===== src/rtl/ama_riscv_mem_arb.sv =====
// -----------------------------------------------------------------------------
// ama_riscv_mem_arb
//
// Shares the single main-memory port between the I$ refill path and the D$
// refill/writeback path. One line-sized transaction is outstanding at a time:
// the winner's request is registered onto the memory port, and the memory
// response is routed back to whoever owns the transaction.
//
// D$ has priority because a D$ miss stalls the whole backend. When the
// MEM_ARB_STARVE_GUARD_EN macro is defined, a saturating counter tracks how
// long I$ has been refused while requesting; once it reaches STARVE_LIMIT, I$
// wins the next arbitration even if D$ is requesting. Without the macro the
// priority is strict and I$ may wait indefinitely.
//
// Handshake semantics (all request channels): a transfer happens in a cycle
// where valid and ready are both high at the rising clock edge. A requester
// holds valid and payload stable until it sees ready; the arbiter never
// withdraws ready once it has been presented with valid in the same cycle.
// The memory request channel follows the same rule, with the arbiter as the
// valid side. Response channels (*_rsp_valid, mem_rsp_valid) are single-cycle
// pulses with no back-pressure.
//
// Parameters:
//   ADDR_W        line address width (memory index, not byte address)
//   LINE_W        line data width in bits
//   STARVE_LIMIT  cycles I$ may lose arbitration while requesting (guard only)
//
// Ports:
//   clk, rst                      clock, synchronous active-high reset
//   ic_req_valid/ready/addr       I$ read request
//   ic_rsp_valid/data             I$ read data, one-cycle pulse
//   dc_req_valid/ready/addr/we/wdata  D$ refill (we=0) or writeback (we=1)
//   dc_rsp_valid/data             D$ read data or write ack, one-cycle pulse
//   mem_req_valid/ready/addr/we/wdata registered request to backing memory
//   mem_rsp_valid/data            memory response (also acks writes)
//   dbg_state                     current FSM state (IDLE=0, REQ=1, WAIT_RSP=2)
// -----------------------------------------------------------------------------
module ama_riscv_mem_arb #(
  parameter int ADDR_W       = 12,
  parameter int LINE_W       = 128,
  parameter int STARVE_LIMIT = 8
) (
  input  logic              clk,
  input  logic              rst,

  // I$ request / response
  input  logic              ic_req_valid,
  output logic              ic_req_ready,
  input  logic [ADDR_W-1:0] ic_req_addr,
  output logic              ic_rsp_valid,
  output logic [LINE_W-1:0] ic_rsp_data,

  // D$ request / response
  input  logic              dc_req_valid,
  output logic              dc_req_ready,
  input  logic [ADDR_W-1:0] dc_req_addr,
  input  logic              dc_req_we,
  input  logic [LINE_W-1:0] dc_req_wdata,
  output logic              dc_rsp_valid,
  output logic [LINE_W-1:0] dc_rsp_data,

  // Backing memory port
  output logic              mem_req_valid,
  input  logic              mem_req_ready,
  output logic [ADDR_W-1:0] mem_req_addr,
  output logic              mem_req_we,
  output logic [LINE_W-1:0] mem_req_wdata,
  input  logic              mem_rsp_valid,
  input  logic [LINE_W-1:0] mem_rsp_data,

  // Debug visibility of the FSM
  output logic [1:0]        dbg_state
);

  // ---------------------------------------------------------------------------
  // State encoding
  // ---------------------------------------------------------------------------
  localparam logic [1:0] IDLE     = 2'd0;
  localparam logic [1:0] REQ      = 2'd1;
  localparam logic [1:0] WAIT_RSP = 2'd2;

  localparam logic OWNER_IC = 1'b0;
  localparam logic OWNER_DC = 1'b1;

  logic [1:0] state;
  logic [1:0] state_nxt;
  logic       owner;
  logic       grant_ic;
  logic       grant_dc;
  logic       starve_fire;
  logic       rsp_take;

  // ---------------------------------------------------------------------------
  // Starvation guard
  // ---------------------------------------------------------------------------
`ifdef MEM_ARB_STARVE_GUARD_EN
  // Width covers 0..STARVE_LIMIT inclusive; a limit of 0 still needs one bit.
  localparam int CNT_W = (STARVE_LIMIT > 0) ? $clog2(STARVE_LIMIT + 1) : 1;
  localparam logic [CNT_W-1:0] CNT_MAX = CNT_W'(STARVE_LIMIT);

  logic [CNT_W-1:0] starve_cnt;

  // Counts every cycle I$ is requesting but not being served, including the
  // cycles spent waiting while another transaction is in flight. Saturates so
  // the guard stays armed until I$ actually gets its handshake.
  always_ff @(posedge clk) begin
    if (rst) begin
      starve_cnt <= '0;
    end else if (ic_req_valid && ic_req_ready) begin
      starve_cnt <= '0;
    end else if (ic_req_valid && !ic_req_ready && (starve_cnt != CNT_MAX)) begin
      starve_cnt <= starve_cnt + CNT_W'(1);
    end
  end

  assign starve_fire = (starve_cnt == CNT_MAX);
`else
  // Strict D$ priority. STARVE_LIMIT is kept in the parameter list so both
  // builds share one instantiation; a non-negative limit never fires here.
  assign starve_fire = (STARVE_LIMIT < 0);
`endif

  // ---------------------------------------------------------------------------
  // Arbitration (combinational, only in IDLE)
  // ---------------------------------------------------------------------------
  // At most one grant can be high: I$ wins only when D$ is absent or the guard
  // has fired, and D$ is considered only when I$ did not win.
  always_comb begin
    grant_ic = 1'b0;
    grant_dc = 1'b0;
    if (state == IDLE) begin
      if (ic_req_valid && (starve_fire || !dc_req_valid)) begin
        grant_ic = 1'b1;
      end else if (dc_req_valid) begin
        grant_dc = 1'b1;
      end
    end
  end

  assign ic_req_ready = grant_ic;
  assign dc_req_ready = grant_dc;

  // ---------------------------------------------------------------------------
  // Next-state logic
  // ---------------------------------------------------------------------------
  // A response seen while still in REQ (even in the same cycle the memory
  // accepts) is ignored; the memory must answer at least one cycle later.
  always_comb begin
    state_nxt = state;
    case (state)
      IDLE: begin
        if (grant_ic || grant_dc) begin
          state_nxt = REQ;
        end
      end
      REQ: begin
        if (mem_req_ready) begin
          state_nxt = WAIT_RSP;
        end
      end
      WAIT_RSP: begin
        if (mem_rsp_valid) begin
          state_nxt = IDLE;
        end
      end
      default: begin
        state_nxt = IDLE;
      end
    endcase
  end

  // ---------------------------------------------------------------------------
  // State, owner and registered memory request
  // ---------------------------------------------------------------------------
  // The payload registers load only on a handshake, so they stay stable for
  // the whole REQ stall and the memory sees a clean registered interface.
  always_ff @(posedge clk) begin
    if (rst) begin
      state         <= IDLE;
      owner         <= OWNER_IC;
      mem_req_valid <= 1'b0;
      mem_req_addr  <= '0;
      mem_req_we    <= 1'b0;
      mem_req_wdata <= '0;
    end else begin
      state <= state_nxt;
      if (grant_dc) begin
        owner         <= OWNER_DC;
        mem_req_valid <= 1'b1;
        mem_req_addr  <= dc_req_addr;
        mem_req_we    <= dc_req_we;
        mem_req_wdata <= dc_req_wdata;
      end else if (grant_ic) begin
        // I$ only reads; write fields are forced to zero.
        owner         <= OWNER_IC;
        mem_req_valid <= 1'b1;
        mem_req_addr  <= ic_req_addr;
        mem_req_we    <= 1'b0;
        mem_req_wdata <= '0;
      end else if ((state == REQ) && mem_req_ready) begin
        mem_req_valid <= 1'b0;
      end
    end
  end

  // ---------------------------------------------------------------------------
  // Response routing (combinational, no added latency)
  // ---------------------------------------------------------------------------
  assign rsp_take     = (state == WAIT_RSP) && mem_rsp_valid;
  assign ic_rsp_valid = rsp_take && (owner == OWNER_IC);
  assign dc_rsp_valid = rsp_take && (owner == OWNER_DC);

  // Data is broadcast; only the owner's valid qualifies it.
  assign ic_rsp_data  = mem_rsp_data;
  assign dc_rsp_data  = mem_rsp_data;

  assign dbg_state    = state;

endmodule


===== config.mk =====
export PLATFORM = sky130hd
export DESIGN_NAME = ama_riscv_mem_arb
export DESIGN_NICKNAME = d
export VERILOG_FILES = /design/src/rtl/ama_riscv_mem_arb.sv
export SDC_FILE = /design/constraint.sdc
export NUM_CORES = 1
export LEC_CHECK = 0
export BUFFER_PORTS_ARGS = -buffer_cell sky130_fd_sc_hd__buf_4
export CAP_MARGIN = 20
export CORE_AREA = 8 8 261 263
export CTS_CLUSTER_SIZE = 30
export DETAILED_ROUTE_END_ITERATION = 8
export DIE_AREA = 0 0 269 271
export SLEW_MARGIN = 5
export SYNTH_ARGS = -nofsm -noshare
export SYNTH_HDL_FRONTEND = slang
export SYNTH_SLANG_ARGS = --single-unit

===== constraint.sdc =====
create_clock -name clk -period 1.5 [get_ports clk]
set_clock_uncertainty 0.1 [all_clocks]
set_input_delay 0.375 -clock clk [delete_from_list [all_inputs] [get_ports clk]]
set_output_delay 0.375 -clock clk [all_outputs]
set_load 0.01 [all_outputs]

Yosys cells after proc, flatten, opt, wreduce, memory -nomap -nowiden
Cells that the tools add are included.
Word-level totals
  register bits after elaboration: 145
  bits of input ports: 287
  output and inout bits: 404
  word-level logic and storage cells: 42
Operators by class
  equality and inequality tests: 5
  multiplexer cells: 19
  bitwise operators: 1
  reductions and logical operators: 11
Operators with widths (number)
  $mux 128: 2
  $mux 12: 2
  $mux 1: 11
  $mux 2: 3
  $pmux 2 s3: 1
  $logic_and 1x1->1: 5
  $ne 2x2->1 const B: 2
  $reduce_and 3->1: 1
  $reduce_bool 3->1: 1
  $eq 2x1->1 const B: 1
  $eq 2x2->1 const B: 1
  $logic_not 2->1: 1
  $ne 2x1->1 const B: 1
  $reduce_bool 2->1: 1
  $logic_not 1->1: 1
  $logic_or 1x1->1: 1
  $not 1->1: 1

Longest topological paths before layout
  word-level depth: 7
  gate-level depth with buffers: 7
  gate-level depth less buffers: 5

Worst setup path after synthesis
No wires, ideal clock.
  path kind: register to register
  start: register state[1] (netlist: dbg_state[1])
  end: register mem_req_addr[10]
  setup time: 0.132 ns
  arrival time: 1.188 ns
  slack: 0.080 ns
  stages on the path, launching flop included: 7
  buffers on the path: 3
  clock period less this slack: 1.420 ns
  cells stage by stage: dfxtp_1 > or2_1 > buf_2 > buf_6 > buf_6 > o21ai_1 > a31oi_1
On the way
  word-level cells in the longest chain between the ends: 3
  elaborated cells between the ends (all ways): 5
Ends and longest elaborated chain
  start: declaration: line 85  | logic [1:0] state;
  start signal: assignment: line 186  | state <= state_nxt;
  $logic_not 2->1 (*): line 131  | if (state == IDLE) begin
  $mux 1: line 131
  $mux 12 or $reduce_bool 2->1 (tied branches)
  end signal: assignment: line 190  | mem_req_addr <= dc_req_addr;
  end signal: assignment: line 197  | mem_req_addr <= ic_req_addr;
  end: declaration: line 65  | output logic [ADDR_W-1:0] mem_req_addr,
Mark *: on every way between the ends. The rest lies on a longest branch, timed or not.
A chain may end at the register's enable or synchronous reset.

Worst setup path in the final report
  start: register state[0] (netlist: dbg_state[0])
  end: output port ic_rsp_valid
On the way
  word-level cells in the longest chain between the ends: 3
Ends and longest elaborated chain
  $eq 2x2->1: line 209  | assign rsp_take = (state == WAIT_RSP) && mem_rsp_valid;
  $logic_and 1x1->1: line 209
  $logic_and 1x1->1: line 210  | assign ic_rsp_valid = rsp_take && (owner == OWNER_IC);
  end: declaration: line 50  | output logic ic_rsp_valid,
No other way between the ends.

==> metrics.cfg <==
[route]
vias = 6918
wirelength_mm = 35.0
drt_iter0_markers = 245
via_per_inst = 3.51
route.detailed.drc = 0
drtPass1Iterations = 4
wl_per_cell_um = 17.8
antenna_left = 0

[sta]
worst_slew_pin_slew_ps = 523
final-hold-violation-count = 0
worst_slack_ps = -394
fmax_mhz = 528
slew_viol_final = 0
relSlewSlack = 0.652
post-route-min-period_ps = 1890
timing.final.crit_share = 1.26
setup-violations-final = 137
rsz0062_at_grt = yes

[clock_network]
cts_tree = yes
htree_levels = 4
numCtsBuffers = 17
path_clk_slew_ps = 70
clock-sinks = 145
clk_latency_ps = 460
cts.path.max_buffers = 2
cts_root_buffer = clkbuf_16

[yosys]
yosysUniqueCellTypes = 24
synthAdderAreaFrac = 0
synthTopCellsByArea = dfxtp_1 (39%), buf_4 (26%), a21oi_1 (9.0%)
synth_simple_gate_area_frac = 0.0868
synth_top_family_by_area = buffers and inverters
synth_top_area_share = 0.392
ys_warn_count = 0
synth-edff-count = 0
synth.largest_area_cell = dfxtp_1
synthArstFlopShare = 0
ys_seq_elements = 145
synth_ff_type = dfxtp_1
synth_area_mm2 = 0.00740
avgSynthCellArea_um2 = 8.03
synthesis.nets = 1208
synth.area.mux_share = 0
seq_area_frac_synth = 0.392
netlist_instances = 921
synth_compound_area_frac = 0.204
synthXorXnorAreaFrac = 0

[setup_path]
critPathMaxStageDelay_ps = 340
r2r-end = mem_req_wdata[125]
critPathCaptureType = output pin
r2r_slack_ps = -360
cp-start-kind = flop
required_ps = 1020
ff2ff_path_depth = 8
criticalPathCategory = reg2out
crit_top_cell = buf_6
worstPathArrival_ps = 1420
slowest_stage = dfxtp_2
crit_chain = buf_6 > nor2b_4 > nand2_1 > nor2_2 > buf_6
r2r_start = dbg_state[0]
critical_path.max_fanout = 3

[worst_hold_path]
hp-start = dc_req_wdata[122]
hold_path_class = in2reg
hold_depth = 3
worstHoldEndpoint = mem_req_wdata[122]

[power_and_ir_drop]
power_switching_mw = 3.75
peakVddDrop_v = 0.000794
swShare = 0.307
combPwrFrac = 0.255
seqPwrFrac = 0.354
power_leakage_nw = 4.71
pwr-share-clk = 0.390
power_density_mw_per_mm2 = 1020
p_int_mw = 8.47

[floorplan]
die_y_um = 271
start_util = 0.116
dieArea_mm2 = 0.0729
ios = 691
fp.dieW_um = 269
rows = 93
core_area_mm2 = 0.0639

[global_routing]
grt_use_total = 0.0783
met3_usage = 0.0457
gr-total-overflow = 0
antenna_found_initial = 1
use_met2 = 0.116
busiest_layer = met2
grt_pass1_vias = 7021
grt_pass1_wl_mm = 42.5
grt_max_degree = 58
grt_use_met1 = 0.0730

[cells_and_area]
layout_commonest_cell = buf_4
post_route_cells_drive_above_1_share = 0.579
area_delta_synth_final_pct = 62.6
layout_common_cells = buf_4 (342), nand2_1 (133), o21ai_2 (113)
finalNetCount = 1389
stdcell_count = 1971
design_area_mm2 = 0.0120

[status]
violations = setup timing
status = finished with violations

[flow_run]
cap_violations = 0

[placed_design]
placed_cell_area_mm2 = 0.00907
placed_cells = 1819
place_congestion = 0.748
port_buffers = 306
dp_hpwl_mm = 22.0

==> layer usage <==
metal,wire length (µm),part of all wire,vias up
met3,3950,0.11,171
met4,3010,0.086,2
li1,-,-,3179
met2,15200,0.43,449
met1,12800,0.37,3117
met5,71,0.0020,-
==> per-stage QoR <==
stage	util	total power, mW	hold WS (ps)	TNS [ps]	setup slack, ps
finish	0.188	12.2	69.9	-33590	-394
CTS	0.167	11.6	0.583	-8550	-461
global route	0.188	12.9	30.5	-43360	-486
global placement	0.142	6.39	346	-160	-69.4
floorplan	-	5.92	368	0	80.0
detailed placement	0.142	6.40	352	-427	-46.3
==> power by group through the flow <==
stage	Combinational [mW]	Sequential (mW)	Clock [mW]
floorplan	1.46	4.45	0
global placement	2.06	4.33	0
detailed placement	2.06	4.34	0
CTS	2.32	4.26	5.04
global route	3.35	4.36	5.15
finish	3.12	4.33	4.77
==> worst max-delay path: cells and delay by family (launching register included) <==
family / cells / cell delay (ps)
flops: 1 / 340
simple gates: 3 / 360
buf+inv: 2 / 260
==> logic make-up (layout without fill, tap and decap cells) <==
family                 Yosys count  after routing
AO/OA/AOI/OAI                  288            288
other                            0              1
buffers and inverters          333            525
AND/OR/NAND/NOR                155            157
flip-flops                     145            145
==> cells in the mapped netlist (2+ instances only) <==
library cell and count:
dfxtp_1 145, o21ai_0 41, nand2_1 134, inv_1 12, a21oi_1 133, nor2_1 2
buf_4 258, buf_2 26, buf_6 11, clkbuf_1 20, o21ai_1 91, o31ai_1 11
a221oi_1 11, nand2b_1 12, clkbuf_2 5
==> worst max-delay path by stage <==
stage	startpoint	to	slack, ps	cells past startpoint
after global routing	dbg_state[0]	dc_rsp_valid	-490	5
after CTS	dbg_state[0]	dc_rsp_valid	-460	5
after detailed placement	dc_req_valid	mem_req_wdata[33]	-50	7
final	dbg_state[0]	ic_rsp_valid	-390	5
after floorplan	dbg_state[1]	mem_req_addr[10]	80	6
after global placement	dc_req_valid	mem_req_addr[2]	-70	5
==> flip-flops by register name (all words and copies together) (netlist names) <==
signal	cells
mem_req_valid	1
mem_req_wdata	128
mem_req_addr	12
dbg_state	2
mem_req_we	1
owner	1
==> area by class of cell <==
type | instances | area (µm²)
fill | 7006 | 51900
antenna | 1 | 2.50
tap | 855 | 1070
clock buffer | 19 | 453
inverter | 13 | 51.3
sequential | 145 | 2970
timing repair buffer | 480 | 4380
clock inverter | 13 | 175
multi-input combinational | 445 | 2930
==> what timing repair did <==
item                       CTS  global route
cloned                       1            18
setup endpoints to repair   20           150
hold buffers                84             0
hold endpoints to repair    84             0
setup buffers                4            12
pin swaps                    2           253
resized for setup           50           264
No activity file was read; power rests on OpenSTA's default activity.
